[src/rtl/ppu_pkg.sv]
// Shared types and constants for the PPU register responder and its OAM DMA engine.
package ppu_pkg;

  // CPU-visible PPU register selector.
  typedef enum logic [3:0] {
    REG_PPUCTRL   = 4'd0,
    REG_PPUMASK   = 4'd1,
    REG_PPUSTATUS = 4'd2,
    REG_OAMADDR   = 4'd3,
    REG_OAMDATA   = 4'd4,
    REG_PPUSCROLL = 4'd5,
    REG_PPUADDR   = 4'd6,
    REG_PPUDATA   = 4'd7,
    REG_OAMDMA    = 4'd8
  } reg_t;

  // OAM DMA sequencer states.
  typedef enum logic [1:0] {
    IDLE  = 2'd0,
    ALIGN = 2'd1,
    READ  = 2'd2,
    WRITE = 2'd3
  } dma_state_t;

  // PPUCTRL bit positions.
  localparam int CTRL_NMI_EN = 7;
  localparam int CTRL_INC32  = 2;

  // Number of bytes copied by one OAMDMA transfer.
  localparam int DMA_LEN = 256;

endpackage

[src/rtl/ppu_oam_dma.sv]
// OAMDMA copy engine: after a start strobe, waits one alignment step, then
// alternates CPU-bus reads and OAM writes for 256 bytes, one step per clock_en.
module ppu_oam_dma
  import ppu_pkg::*;
(
  input  logic        clock_i,
  input  logic        reset_i,
  input  logic        clock_en_i,
  input  logic        start_i,
  input  logic [7:0]  page_i,
  input  logic [7:0]  dma_rd_data_i,
  output logic        dma_active_o,
  output logic        dma_rd_en_o,
  output logic [15:0] dma_rd_addr_o,
  output logic        oam_we_o,
  output logic [7:0]  oam_wr_data_o
);

  dma_state_t state_q, state_d;
  logic [7:0] cnt_q, cnt_d;
  logic [7:0] page_q, page_d;
  logic       active;

  // State, byte counter and source page registers.
  always_ff @(posedge clock_i) begin
    if (reset_i) begin
      state_q <= IDLE;
      cnt_q   <= 8'd0;
      page_q  <= 8'd0;
    end else begin
      state_q <= state_d;
      cnt_q   <= cnt_d;
      page_q  <= page_d;
    end
  end

  // Next-state logic: each non-idle state advances only on a clock_en step.
  always_comb begin
    state_d = state_q;
    cnt_d   = cnt_q;
    page_d  = page_q;
    case (state_q)
      IDLE: begin
        if (start_i) begin
          state_d = ALIGN;
          page_d  = page_i;
          cnt_d   = 8'd0;
        end
      end
      ALIGN: if (clock_en_i) state_d = READ;
      READ:  if (clock_en_i) state_d = WRITE;
      WRITE: begin
        if (clock_en_i) begin
          cnt_d   = cnt_q + 8'd1;
          state_d = (cnt_q == 8'(DMA_LEN - 1)) ? IDLE : READ;
        end
      end
      default: state_d = IDLE;
    endcase
  end

  // The stall request drops in the very cycle reset is asserted.
  assign active        = (state_q != IDLE) & ~reset_i;
  assign dma_active_o  = active;
  assign dma_rd_en_o   = active & (state_q == READ) & clock_en_i;
  assign dma_rd_addr_o = {page_q, cnt_q};
  assign oam_we_o      = active & (state_q == WRITE) & clock_en_i;
  assign oam_wr_data_o = oam_we_o ? dma_rd_data_i : 8'd0;

endmodule

[src/rtl/ppu_register_responder.sv]
// PPU side of the CPU register bus: control/scroll/VRAM-address state, the shared
// write toggle, the PPUDATA read buffer, status flags, NMI and the OAM port.
module ppu_register_responder
  import ppu_pkg::*;
#(
  parameter int VRAM_AW = 14,
  parameter int OAM_AW  = 8
) (
  input  logic               clock_i,
  input  logic               reset_i,
  input  logic               clock_en_i,
  input  reg_t               reg_sel_i,
  input  logic               reg_en_i,
  input  logic               reg_rw_i,
  input  logic [7:0]         reg_data_wr_i,
  output logic [7:0]         reg_data_rd_o,
  input  logic               vblank_set_i,
  input  logic               vblank_clr_i,
  input  logic               sprite0_set_i,
  input  logic               ovf_set_i,
  output logic [7:0]         ppuctrl_o,
  output logic [7:0]         ppumask_o,
  output logic [7:0]         scroll_x_o,
  output logic [7:0]         scroll_y_o,
  output logic               nmi_o,
  output logic [VRAM_AW-1:0] vram_addr_o,
  output logic               vram_we_o,
  output logic               vram_re_o,
  output logic [7:0]         vram_wr_data_o,
  input  logic [7:0]         vram_rd_data_i,
  output logic [OAM_AW-1:0]  oam_addr_o,
  output logic               oam_we_o,
  output logic [7:0]         oam_wr_data_o,
  input  logic [7:0]         oam_rd_data_i,
  output logic               dma_active_o,
  output logic [15:0]        dma_rd_addr_o,
  output logic               dma_rd_en_o,
  input  logic [7:0]         dma_rd_data_i
);

  logic [7:0]         ppuctrl_q, ppuctrl_d;
  logic [7:0]         ppumask_q, ppumask_d;
  logic [7:0]         scroll_x_q, scroll_x_d;
  logic [7:0]         scroll_y_q, scroll_y_d;
  logic [7:0]         io_latch_q, io_latch_d;
  logic [7:0]         rd_buffer_q, rd_buffer_d;
  logic [7:0]         reg_data_rd_q, reg_data_rd_d;
  logic               w_q, w_d;
  logic               vblank_q, vblank_d;
  logic               s0_q, s0_d;
  logic               ovf_q, ovf_d;
  logic               rd_pending_q, rd_pending_d;
  logic [VRAM_AW-1:0] vram_addr_q, vram_addr_d;
  logic [OAM_AW-1:0]  oam_addr_q, oam_addr_d;

  logic               access, cpu_wr, cpu_rd, status_rd;
  logic               cpu_vram_we, cpu_vram_re, cpu_oam_we;
  logic               dma_start, dma_active, dma_oam_we;
  logic [7:0]         dma_oam_data;
  logic [VRAM_AW-1:0] vram_step;
  logic [7:0]         rd_buffer_fwd;

  // A register access happens only on a CPU cycle while the DMA is not stalling the bus.
  assign access      = clock_en_i & reg_en_i & ~dma_active & ~reset_i;
  assign cpu_wr      = access & reg_rw_i;
  assign cpu_rd      = access & ~reg_rw_i;
  assign status_rd   = cpu_rd & (reg_sel_i == REG_PPUSTATUS);
  assign cpu_vram_we = cpu_wr & (reg_sel_i == REG_PPUDATA);
  assign cpu_vram_re = cpu_rd & (reg_sel_i == REG_PPUDATA);
  assign cpu_oam_we  = cpu_wr & (reg_sel_i == REG_OAMDATA);
  assign dma_start   = cpu_wr & (reg_sel_i == REG_OAMDMA);
  assign vram_step   = ppuctrl_q[CTRL_INC32] ? VRAM_AW'(32) : VRAM_AW'(1);

  // VRAM data lands one clock after the read strobe; forward it so a PPUDATA
  // read that arrives on that same clock already sees the refilled buffer.
  assign rd_buffer_fwd = rd_pending_q ? vram_rd_data_i : rd_buffer_q;

  ppu_oam_dma u_dma (
    .clock_i       (clock_i),
    .reset_i       (reset_i),
    .clock_en_i    (clock_en_i),
    .start_i       (dma_start),
    .page_i        (reg_data_wr_i),
    .dma_rd_data_i (dma_rd_data_i),
    .dma_active_o  (dma_active),
    .dma_rd_en_o   (dma_rd_en_o),
    .dma_rd_addr_o (dma_rd_addr_o),
    .oam_we_o      (dma_oam_we),
    .oam_wr_data_o (dma_oam_data)
  );

  // Next-state logic for the register file, toggle, buffer, addresses and status flags.
  always_comb begin
    // NOTE: every _d takes its hold value first, so no branch can leave a latch behind.
    ppuctrl_d     = ppuctrl_q;
    ppumask_d     = ppumask_q;
    scroll_x_d    = scroll_x_q;
    scroll_y_d    = scroll_y_q;
    io_latch_d    = io_latch_q;
    reg_data_rd_d = reg_data_rd_q;
    w_d           = w_q;
    vram_addr_d   = vram_addr_q;
    oam_addr_d    = oam_addr_q;
    rd_buffer_d   = rd_buffer_fwd;
    rd_pending_d  = cpu_vram_re;

    if (cpu_wr) begin
      io_latch_d = reg_data_wr_i;
      case (reg_sel_i)
        REG_PPUCTRL: ppuctrl_d = reg_data_wr_i;
        REG_PPUMASK: ppumask_d = reg_data_wr_i;
        REG_OAMADDR: oam_addr_d = reg_data_wr_i[OAM_AW-1:0];
        REG_OAMDATA: oam_addr_d = oam_addr_q + OAM_AW'(1);
        REG_PPUSCROLL: begin
          if (!w_q) scroll_x_d = reg_data_wr_i;
          else      scroll_y_d = reg_data_wr_i;
          w_d = ~w_q;
        end
        REG_PPUADDR: begin
          // High byte first; bits above the VRAM address width are dropped.
          if (!w_q) vram_addr_d[VRAM_AW-1:8] = reg_data_wr_i[VRAM_AW-9:0];
          else      vram_addr_d[7:0]         = reg_data_wr_i;
          w_d = ~w_q;
        end
        REG_PPUDATA: vram_addr_d = vram_addr_q + vram_step;
        default: ;
      endcase
    end else if (cpu_rd) begin
      case (reg_sel_i)
        REG_PPUSTATUS: begin
          reg_data_rd_d = {vblank_q, s0_q, ovf_q, io_latch_q[4:0]};
          w_d           = 1'b0;
        end
        REG_OAMDATA: reg_data_rd_d = oam_rd_data_i;
        REG_PPUDATA: begin
          reg_data_rd_d = rd_buffer_fwd;
          vram_addr_d   = vram_addr_q + vram_step;
        end
        default: reg_data_rd_d = io_latch_q;
      endcase
    end

    // DMA owns the OAM address while active; CPU accesses are blocked then.
    if (dma_oam_we) oam_addr_d = oam_addr_q + OAM_AW'(1);

    // A status read racing vblank_set wins, so that frame's NMI is lost.
    vblank_d = vblank_q;
    if (vblank_clr_i || status_rd) vblank_d = 1'b0;
    else if (vblank_set_i)         vblank_d = 1'b1;

    s0_d = vblank_clr_i ? 1'b0 : (sprite0_set_i | s0_q);
    ovf_d = vblank_clr_i ? 1'b0 : (ovf_set_i | ovf_q);
  end

  // State registers, all cleared by the synchronous reset.
  always_ff @(posedge clock_i) begin
    if (reset_i) begin
      ppuctrl_q     <= 8'd0;
      ppumask_q     <= 8'd0;
      scroll_x_q    <= 8'd0;
      scroll_y_q    <= 8'd0;
      io_latch_q    <= 8'd0;
      rd_buffer_q   <= 8'd0;
      reg_data_rd_q <= 8'd0;
      w_q           <= 1'b0;
      vblank_q      <= 1'b0;
      s0_q          <= 1'b0;
      ovf_q         <= 1'b0;
      rd_pending_q  <= 1'b0;
      vram_addr_q   <= '0;
      oam_addr_q    <= '0;
    end else begin
      // NOTE: non-blocking so every register sees the pre-edge values of the others.
      ppuctrl_q     <= ppuctrl_d;
      ppumask_q     <= ppumask_d;
      scroll_x_q    <= scroll_x_d;
      scroll_y_q    <= scroll_y_d;
      io_latch_q    <= io_latch_d;
      rd_buffer_q   <= rd_buffer_d;
      reg_data_rd_q <= reg_data_rd_d;
      w_q           <= w_d;
      vblank_q      <= vblank_d;
      s0_q          <= s0_d;
      ovf_q         <= ovf_d;
      rd_pending_q  <= rd_pending_d;
      vram_addr_q   <= vram_addr_d;
      oam_addr_q    <= oam_addr_d;
    end
  end

  assign reg_data_rd_o  = reg_data_rd_q;
  assign ppuctrl_o      = ppuctrl_q;
  assign ppumask_o      = ppumask_q;
  assign scroll_x_o     = scroll_x_q;
  assign scroll_y_o     = scroll_y_q;
  assign nmi_o          = vblank_q & ppuctrl_q[CTRL_NMI_EN];
  assign vram_addr_o    = vram_addr_q;
  assign vram_we_o      = cpu_vram_we;
  assign vram_re_o      = cpu_vram_re;
  assign vram_wr_data_o = cpu_vram_we ? reg_data_wr_i : 8'd0;
  assign oam_addr_o     = oam_addr_q;
  assign oam_we_o       = cpu_oam_we | dma_oam_we;
  assign oam_wr_data_o  = dma_oam_we ? dma_oam_data : (cpu_oam_we ? reg_data_wr_i : 8'd0);
  assign dma_active_o   = dma_active;

endmodule

[config.mk]
export PLATFORM = sky130hd
export DESIGN_NAME = ppu_register_responder
export DESIGN_NICKNAME = d
export VERILOG_FILES = /design/src/rtl/ppu_pkg.sv /design/src/rtl/ppu_oam_dma.sv /design/src/rtl/ppu_register_responder.sv
export SDC_FILE = /design/constraint.sdc
export NUM_CORES = 1
export LEC_CHECK = 0
export CORE_ASPECT_RATIO = 0.9
export CORE_UTILIZATION = 27
export CTS_BUF_LIST = sky130_fd_sc_hd__clkbuf_4 sky130_fd_sc_hd__clkbuf_8 sky130_fd_sc_hd__clkbuf_16
export DETAILED_ROUTE_END_ITERATION = 10
export PLACE_DENSITY_LB_ADDON = 0.12
export SKIP_CTS_REPAIR_TIMING = 1
export SLEW_MARGIN = 20
export SYNTH_ARGS = -nofsm -noshare
export SYNTH_HDL_FRONTEND = slang
export SYNTH_SLANG_ARGS = --single-unit
[constraint.sdc]
create_clock -name clock_i -period 5.85 [get_ports clock_i]
set_input_delay 0.585 -clock clock_i [delete_from_list [all_inputs] [get_ports clock_i]]
set_output_delay 0.585 -clock clock_i [all_outputs]
set_load 0.01 [all_outputs]
==> summary.md, run 1 <==
| Metric | Value |
|---|---|
| Nets@finish | 751 |
| P_leak | 2.517 nW |
| RSZ-0062 raised after global routing | false |
| Max reg flops | 14 |
| DIE AREA | 18,810 um^2 |
| CTS Buffer Depth | 2 |
| Final Max Tran Viols | 0 |
| DR pass1 iterations | 5 |
| GRT met1 Usage | 25.40% |
| Final setup margin | 1989 ps |
| HPWL after detailed placement | 12,390 um |
| Leading cell types in the layout, fill and taps excluded | clkdlybuf4s50_1 (143), dfxtp_1 (101), nor2_1 (75), nand2_1 (63), mux2i_1 (44) |
| Busiest layer in global routing | met2 |
| Register area share after synthesis | 41.00% |
| M3 GR Usage | 5.615% |
| Placed cell count | 930 |
| Routability congestion estimate | 0.8407 |
| Initial core utilization | 27.82% |
| Startpoint Class | input port |
| Antenna fix cells | 0 |
| Initial antenna violation count | 0 |
| Largest net degree at the start of global routing | 65 |
| Final setup fails | 0 |
| Clock Pin Slew Worst Setup and Hold Paths | 70 ps |
| Final hold vios | 0 |
| Die Width | 144.5 um |
| Routed via count | 4,804 |
| CP max FO | 14 |
| Hold path startpoint | scroll_x_o[6] |
| Clock latency at the later pin of the worst-skew pair | 360 ps |
| Post-Layout Cell Count | 946 |
| Root Buffer | clkbuf_16 |
| DRT antenna net count | 0 |
| CTS H-tree lvls | 3 |
| Post-route clock period utilization | 66.00% |
| Post-Syn Nets | 636 |
| Vias in the first global route | 4,577 |
| Mapped cell area | 4931 um^2 |
| Avg WL per Cell | 18.70 um |
| Die Ht | 130.2 um |
| Via-to-Cell Ratio | 5.078 |
| Commonest non-fill, non-tap cell in the layout | clkdlybuf4s50_1 |
| Post-Syn Instances | 586 |
| Setup crit start | reg_sel_i[3] |
| Worst path arrival time | 3280 ps |
| Worst slew margin | 29.19% |
| Hold Path Class | reg2reg |
| Synth Area per Inst | 8.415 um^2 |
| Total Routing Usage GR | 19.05% |
| I/O pin cnt | 145 |
| Grt met2 use | 30.09% |
| Peak VDD IR | 132.1 uV |
| Yosys cell types | 66 |
| Row count | 46 |
| Req. time, crit path | 5270 ps |
| Post-place setup slack | 2047 ps |
| Max Cap Viol | 0 |
| Core area | 17,730 um^2 |
| Share of layout cells above drive strength 1 | 5.807% |
| Sink Count | 101 |
| I/O Buffers | 144 |
| Delay of the slowest critical-path stage | 840 ps |
| Tightest Pin Transition | 1062 ps |
| CP bufs+invs | 2 |
| Final Core Density | 38.54% |
| Final worst path period need | 3861 ps |
| R2r startpoint | u_dma.state_q[0] |
| P per Cell Area | 209.3 nW/um^2 |
| Grt ovf | 0 |
| Flops & latches, synth | 101 |
| Crit-path most repeated cell | clkdlybuf4s50_1 |
| Synth Flop Type | dfxtp_1 |
| Total Neg Setup Slack | 0 ps |
| Clock buffer count from CTS | 9 |
| Ys async rst share | 0% |
| CP cell instances | clkdlybuf4s50_1 > or4b_1 > nor2_2 > a22o_1 > clkdlybuf4s50_1 |
| DRC violations left | 0 |
| Global-route wire length before repair | 26,490 um |
| Clk_skew | 9.336 ps |
| Crit end category | output pin |
| DR iter-0 viols | 387 |
| Area Growth Syn to Fin | 38.54% |
| FMAX | 259.0 MHz |
| Critical path's top delay family | buffers and inverters |
| Slowest stage cell, crit path | or4b_1 |
| Status | finished clean |
| CTS tree | yes |
| EDFF count, synth | 0 |
| YS warnings | 0 |
| Crit Path Category | in2out |
| Post-Route WL | 17,690 um |
-- metrics by stage --
| step | hold slack (ps) | cell area [um^2] | power [mW] |
|---|---|---|---|
| after floorplan | 437.2 | 4931 | 0.7727 |
| after global routing | 487.1 | 6832 | 1.490 |
| final | 458.0 | 6832 | 1.430 |
| after CTS | 462.8 | 6823 | 1.453 |
| after global placement | 443.0 | 6526 | 0.8369 |
| after detailed placement | 451.4 | 6526 | 0.8385 |
-- per-layer routing --
metal | routed length, um | up-vias
met5 | 0 | -
met4 | 240 | 0
met3 | 1225 | 20
met2 | 7948 | 182
met1 | 8273 | 2282
li1 | - | 2320
-- layout make-up --
| cell class | instances | area (um^2) |
|---|---|---|
| Timing Repair Buffer | 152 | 1499 |
| Tap cell | 240 | 300.3 |
| Fill cell | 1831 | 10900 |
| Inverter | 4 | 15.01 |
| Sequential cell | 101 | 2022 |
| Clock inverter | 7 | 71.32 |
| Multi-Input combinational cell | 433 | 2699 |
| Clock buffer | 9 | 225.2 |
-- tightest hold or removal path, cell delays in order (launching register included) --
cell and delay (ps):
dfxtp_1 310, nand2_1 50, a21oi_1 50
-- cell families (layout without fill, tap and decap cells) --
group	Yosys count	after routing	synth area share, %
flip-flops	101	101	41.00
AND/OR/NAND/NOR	250	250	25.78
AO/OA/AOI/OAI	122	122	16.16
multiplexers	47	47	9.617
adder cells (fa/ha/maj)	5	5	1.269
buffers and inverters	52	172	4.567
XOR/XNOR	9	9	1.599
-- synthesized netlist by cell type, types with 6 or more instances --
master / count / share of area [%]
o21ai_0: 21 / 2.1
a22o_1: 8 / 1.4
dfxtp_1: 101 / 41
nand3_1: 20 / 2.0
o22ai_1: 6 / 0.76
buf_1: 7 / 0.53
buf_2: 12 / 1.2
mux2i_1: 44 / 8.9
nand2_1: 63 / 4.8
and3_1: 25 / 3.2
nor3_1: 13 / 1.3
nor2b_1: 9 / 1.1
xor2_1: 6 / 1.1
clkbuf_1: 27 / 2.1
a21oi_1: 41 / 4.2
a211o_1: 6 / 1.1
nor2_1: 75 / 5.7
-- power by group --
| group | leakage [nW] | internal (mW) | switching (mW) |
|---|---|---|---|
| registers | 0.814 | 0.692 | 0.00508 |
| clock network | 0.146 | 0.302 | 0.305 |
| logic | 1.56 | 0.0522 | 0.0740 |
| total | 2.52 | 1.05 | 0.384 |
-- final timing paths --
kind	to	slack [ps]	depth (start not counted)
min reg2reg	scroll_x_o[6]	460	2
min	scroll_x_o[6]	460	2
max reg2reg	ppumask_o[5]	3410	5
max	oam_wr_data_o[4]	1990	5
(Power assumes the default switching activity.)
==> inputs of run 2 (changes only) <==
- clock period: 5.85 -> 3.5 ns (I/O delays scaled with it)
==> run 2 against run 1 <==
Compared with the run above: critical path depth unchanged; die area unchanged; non-clock buffer count is 16 higher; first-iteration DRC count is 37% lower; clock power grew 71%; sequential share of layout area fell by 0.51 points; combinational power is 77% higher; global-route usage grew 0.45 points; flip-flop and latch count unchanged; design area grew 1.8%; critical path type unchanged; largest cell class unchanged.
==> summary.md, run 2 (synthesis results as in run 1) <==
| Metric | Value |
|---|---|
| Status | finished clean |
| Setup crit start | reg_sel_i[1] |
| Final setup fails | 0 (unchanged) |
| Hold path startpoint | reset_i |
| Final hold slack | 378.8 ps (-79.23 ps) |
| Hold path cells | 2 (unchanged) |
| DR pass1 iterations | 5 (unchanged) |
| Post-route clock period utilization | 88.11% |
| Nets@finish | 767 (+2.1%) |
| DR iter-0 viols | 244 (-37%) |
| DRT antenna net count | 0 (unchanged) |
| CP bufs+invs | 2 (unchanged) |
| Die Width | 144.5 um (unchanged) |
| Antenna fix cells | 0 (unchanged) |
| Clk_skew | 5.946 ps (-3.390 ps) |
| Clock Pin Slew Worst Setup and Hold Paths | 70 ps (about the same) |
| I/O Buffers | 144 (unchanged) |
| Startpoint Class | input port |
| Row count | 46 (unchanged) |
| Commonest non-fill, non-tap cell in the layout | clkdlybuf4s50_1 |
| Sink Count | 101 (unchanged) |
| Worst slew margin | 46.97% (+18 points) |
| Avg WL per Cell | 18.75 um (+0.27%) |
| Routed via count | 4,841 (+0.77%) |
| CP max FO | 12 (-2) |
| Final Max Tran Viols | 0 (unchanged) |
| Clock buffer count from CTS | 9 (unchanged) |
| Via-to-Cell Ratio | 5.032 (-0.91%) |
| CTS H-tree lvls | 3 (unchanged) |
| Max Cap Viol | 0 (unchanged) |
| CTS Buffer Depth | 2 (unchanged) |
| Hold Path Class | in2reg |
| HPWL after detailed placement | 12,990 um (+4.9%) |
| Flop2flop setup slack | 1150 ps (-2260 ps) |
| P_leak | 2.594 nW (+3.0%) |
| P per Cell Area | 349.8 nW/um^2 (+67%) |
| Stages on the worst setup path | 5 (unchanged) |
| Req. time, crit path | 3150 ps (-2120 ps) |
| Post-Route WL | 18,040 um (+2.0%) |
| Crit Path Category | in2out |
| Final hold vios | 0 (unchanged) |
| DRC violations left | 0 (unchanged) |
| Crit-path most repeated cell | clkdlybuf4s50_1 |
| Delay of the slowest critical-path stage | 820 ps (-20 ps) |
| Routability congestion estimate | 0.8408 (about the same) |
| Root Buffer | clkbuf_16 |
| I/O pin cnt | 145 (unchanged) |
| Share of layout cells above drive strength 1 | 7.895% (+2.1 points) |
| Slowest stage cell, crit path | or4b_1 |
| Worst path arrival time | 2730 ps (-550 ps) |
| FMAX | 324.3 MHz |
| Worst R2R End | ppumask_o[0] |
| Vias in the first global route | 4,709 (+2.9%) |
| Max reg flops | 14 (unchanged) |
| Crit end category | output pin |
| DIE AREA | 18,810 um^2 (unchanged) |
| Largest net degree at the start of global routing | 50 (-23%) |
| Peak VDD IR | 228.0 uV (+73%) |
| Core area | 17,730 um^2 (unchanged) |
| CTS tree | yes |
| # fillers | 1,831 (unchanged) |
| Tightest Pin Transition | 792.9 ps (-269.3 ps) |
| Critical path's top delay family | simple AND/OR/NAND/NOR gates |
| Initial antenna violation count | 0 (unchanged) |
| Crit path to | oam_wr_data_o[6] |
| Initial core utilization | 27.82% (unchanged) |
| R2r startpoint | u_dma.state_q[0] |
| Grt ovf | 0 (unchanged) |
| Die Ht | 130.2 um (unchanged) |
| Leading cell types in the layout, fill and taps excluded | clkdlybuf4s50_1 (143), dfxtp_1 (101), nor2_1 (75), nand2_1 (63), mux2i_1 (44) |
| RSZ-0062 raised after global routing | false |
| Total Neg Setup Slack | 0 ps (unchanged) |
| CP cell instances | clkdlybuf4s50_1 > or4b_1 > nor2_2 > a22o_1 > clkdlybuf4s50_1 |
| Clock latency at the later pin of the worst-skew pair | 360 ps (about the same) |
| Total Routing Usage GR | 19.50% (+0.45 points) |
| R2R cell count | 6 (+1) |
| Final worst path period need | 3084 ps |
| Global-route wire length before repair | 27,320 um (+3.2%) |
| Area Growth Syn to Fin | 40.98% |
run 2: cell types whose count changed in the layout (fill, tap and decap cells not counted), sizes merged:
cell	change
clkinv	-1
inv	-1
buf	+16
clkinvlp	+1
bufinv	+1
run 2: worst reg2reg max path, delay by kind of cell, from the launching register on:
family | cells | cell delay (ps)
flops | 1 | 390
simple gates | 4 | 1270
mux | 1 | 310
buf+inv | 1 | 260
run 2: report_power, final:
part           total, mW  leakage, nW  switching, mW  internal, mW
Combinational      0.223         1.63          0.128        0.0952
Clock               1.04        0.148          0.479         0.565
Sequential          1.17        0.814        0.00824          1.16
run 2: cell type report:
| class | instances | area [um^2] | share of cell area (%) |
|---|---|---|---|
| repair buffers | 168 | 1619 | 23.29 |
| clock buffers | 9 | 225.2 | 3.240 |
| multi-input cells | 433 | 2690 | 38.70 |
| flip-flops and latches | 101 | 2022 | 29.09 |
| well taps | 240 | 300.3 | 4.320 |
| clock inverters | 7 | 80.08 | 1.152 |
| inverters | 4 | 15.01 | 0.2160 |
run 2: metal layers:
metal	track usage (%)	share of wire (%)	vias up
met4	5.201	1.1	0
met2	30.18	44	157
met3	5.541	7.0	12
li1	-	-	2340
met5	0	0	-
met1	26.42	48	2332
run 2: how the worst min path moves through the flow:
stage | end
finish | w_q
global route | scroll_y_o[1]
CTS | ppuctrl_o[2]
detailed placement | scroll_x_o[4]
global placement | scroll_x_o[4]
floorplan | ovf_q
run 2: stage by stage:
step | util, % | worst slack, ps | instances | total power [mW] | cell area, um^2
6_report | 39.22 | 416.1 | 962 | 2.432 | 6952
5_1_grt | 39.22 | 332.3 | 962 | 2.519 | 6952
4_1_cts | 39.22 | 429.7 | 962 | 2.463 | 6952
3_5_place_dp | 37.49 | 442.9 | 946 | 1.414 | 6646
3_3_place_gp | 37.49 | 494.7 | 946 | 1.412 | 6646
2_1_floorplan | - | 1493 | 586 | 1.292 | 4931
==> inputs of run 3 (changes only) <==
- RECOVER_POWER: default -> 100
==> run 3 against run 2 <==
Compared with the run above: sequential power about the same; global-route usage unchanged; routed wire length up 0.19%; combinational power down 3%.
==> summary.md, run 3 (synthesis results as in run 1) <==
| Metric | Value |
|---|---|
| Status | finished clean |
| Commonest non-fill, non-tap cell in the layout | dfxtp_1 |
| Total Routing Usage GR | 19.50% (unchanged) |
| Final setup fails | 0 (unchanged) |
| Post-route cell area | 6867 um^2 (-1.2%) |
| Final Max Tran Viols | 0 (unchanged) |
| Req. time, crit path | 3150 ps (about the same) |
| Clock latency at the later pin of the worst-skew pair | 360 ps (about the same) |
| Flop2flop setup slack | 760 ps (-390 ps) |
| Clock buffer count from CTS | 9 (unchanged) |
| Share of layout cells above drive strength 1 | 5.817% (-2.1 points) |
| Area Growth Syn to Fin | 39.25% |
| Avg WL per Cell | 18.78 um (+0.19%) |
| Clk_skew | 4.482 ps (-1.464 ps) |
| Antenna fix cells | 0 (unchanged) |
| Worst slew margin | 42.32% (-4.6 points) |
| HPWL after detailed placement | 12,990 um (unchanged) |
| Sink Count | 101 (unchanged) |
| Area taken by multi-input logic gates | 2628 um^2 (-2.3%) |
| Final hold slack | 384.6 ps (+5.849 ps) |
| Root Buffer | clkbuf_16 |
| DIE AREA | 18,810 um^2 (unchanged) |
| Post-Layout Cell Count | 962 (unchanged) |
| Routed via count | 4,856 (+0.31%) |
| CTS H-tree lvls | 3 (unchanged) |
| Metal2 WL | 8032 um (+0.51%) |
| DRT antenna net count | 0 (unchanged) |
| Nets@finish | 767 (unchanged) |
| Slowest stage cell, crit path | or4b_1 |
| Placed cell count | 946 (unchanged) |
| Die Width | 144.5 um (unchanged) |
| Crit end category | output pin |
| CTS tree | yes |
| WL met3 | 1308 um (+3.4%) |
| M1 WL | 8532 um (-0.62%) |
| DR iter-0 viols | 280 (+15%) |
| Peak VDD IR | 229.0 uV (+0.45%) |
| Critical path's top delay family | simple AND/OR/NAND/NOR gates |
| CP bufs+invs | 2 (unchanged) |
| Total Neg Setup Slack | 0 ps (unchanged) |
| Top sig layer | met4 |
| Largest net degree at the start of global routing | 50 (unchanged) |
| Hold path startpoint | reset_i |
| Startpoint Class | input port |
| Global-route wire length before repair | 27,320 um (unchanged) |
| P per Cell Area | 353.3 nW/um^2 (+0.98%) |
| Final Core Density | 38.74% (-0.48 points) |
| Die Ht | 130.2 um (unchanged) |
| Grt ovf | 0 (unchanged) |
| Post-route clock period utilization | 92.14% (+4.0 points) |
| Final setup margin | 275.2 ps (-140.8 ps) |
| Row count | 46 (unchanged) |
| Initial core utilization | 27.82% (unchanged) |
| Leading cell types in the layout, fill and taps excluded | dfxtp_1 (101), dlygate4sd3_1 (94), nor2_1 (76), nand2_1 (64), clkdlybuf4s50_1 (49) |
| CTS Buffer Depth | 2 (unchanged) |
| Via-to-Cell Ratio | 5.048 (+0.31%) |
| Hold Path Class | in2reg |
| Clock Pin Slew Worst Setup and Hold Paths | 70 ps (about the same) |
| DP Area | 6646 um^2 (unchanged) |
| Max reg flops | 14 (unchanged) |
| Final worst path period need | 3225 ps (+140.8 ps) |
| FMAX | 310.1 MHz (-4.4%) |
| Worst path arrival time | 2870 ps (+140 ps) |
| Post-Route WL | 18,070 um (+0.19%) |
| CP cell instances | clkdlybuf4s50_1 > or4b_1 > nor2_1 > a22o_1 > clkdlybuf4s50_1 |
| Max Cap Viol | 0 (unchanged) |
| DR pass1 iterations | 5 (unchanged) |
| Vias in the first global route | 4,709 (unchanged) |
| Overall Power | 2.426 mW (-0.26%) |
| Post-place setup slack | 442.9 ps (unchanged) |
| Routability congestion estimate | 0.8408 (unchanged) |
| I/O pin cnt | 145 (unchanged) |
| Delay of the slowest critical-path stage | 800 ps (-20 ps) |
| Crit Path Category | in2out |
| DRC violations left | 0 (unchanged) |
| R2r startpoint | u_dma.state_q[0] |
| Final hold vios | 0 (unchanged) |
| Initial antenna violation count | 0 (unchanged) |
| Tightest Pin Transition | 857.8 ps (+64.86 ps) |
| Sequential cell area | 2022 um^2 (unchanged) |
| # fillers | 1,845 (+0.76%) |
| Setup crit start | reg_sel_i[1] |
| Core area | 17,730 um^2 (unchanged) |
| CP max FO | 12 (unchanged) |
| I/O Buffers | 144 (unchanged) |
| Crit-path most repeated cell | clkdlybuf4s50_1 |
| P_leak | 2.890 nW (+11%) |
| RSZ-0062 raised after global routing | false |
==> run 3: cell types whose count changed in the layout (fill, tap and decap cells not counted), sizes merged <==
cell           delta
buf               -6
clkbuf            +6
clkdlybuf4s50    -94
dlygate4sd3      +94
==> run 3: final timing paths <==
check,end,cells after the start
worst max-delay path,oam_wr_data_o[6],5
worst min-delay path,ppuctrl_o[4],2
worst min register to register,scroll_x_o[4],2
worst max register to register,ppumask_o[0],6
==> run 3: worst reg2reg max path: cells and delay by family, from the launching register on <==
| family | cells | cell delay (ps) |
|---|---|---|
| DFF | 1 | 390 |
| and+or+nand+nor | 4 | 1480 |
| muxes | 1 | 310 |
| buffers and inverters | 1 | 430 |
==> run 3: layout make-up <==
type,count,share of cell area (%)
Inverter,4,0.2187
Clock buffer,9,3.280
Multi-Input combinational cell,433,38.27
Sequential cell,101,29.45
Timing Repair Buffer,168,23.25
Clock inverter,7,1.166
Tap cell,240,4.373
==> run 3: where the power goes <==
part	internal [mW]	switching (mW)
sequential	1.16	0.00809
combinational	0.0903	0.126
clock	0.565	0.480
total	1.81	0.613
==> run 3: routing by layer <==
metal	up-vias	GRT usage, %
met1	2335	26.42
li1	2342	-
met3	12	5.541
met2	167	30.18
met5	-	0
met4	0	5.201
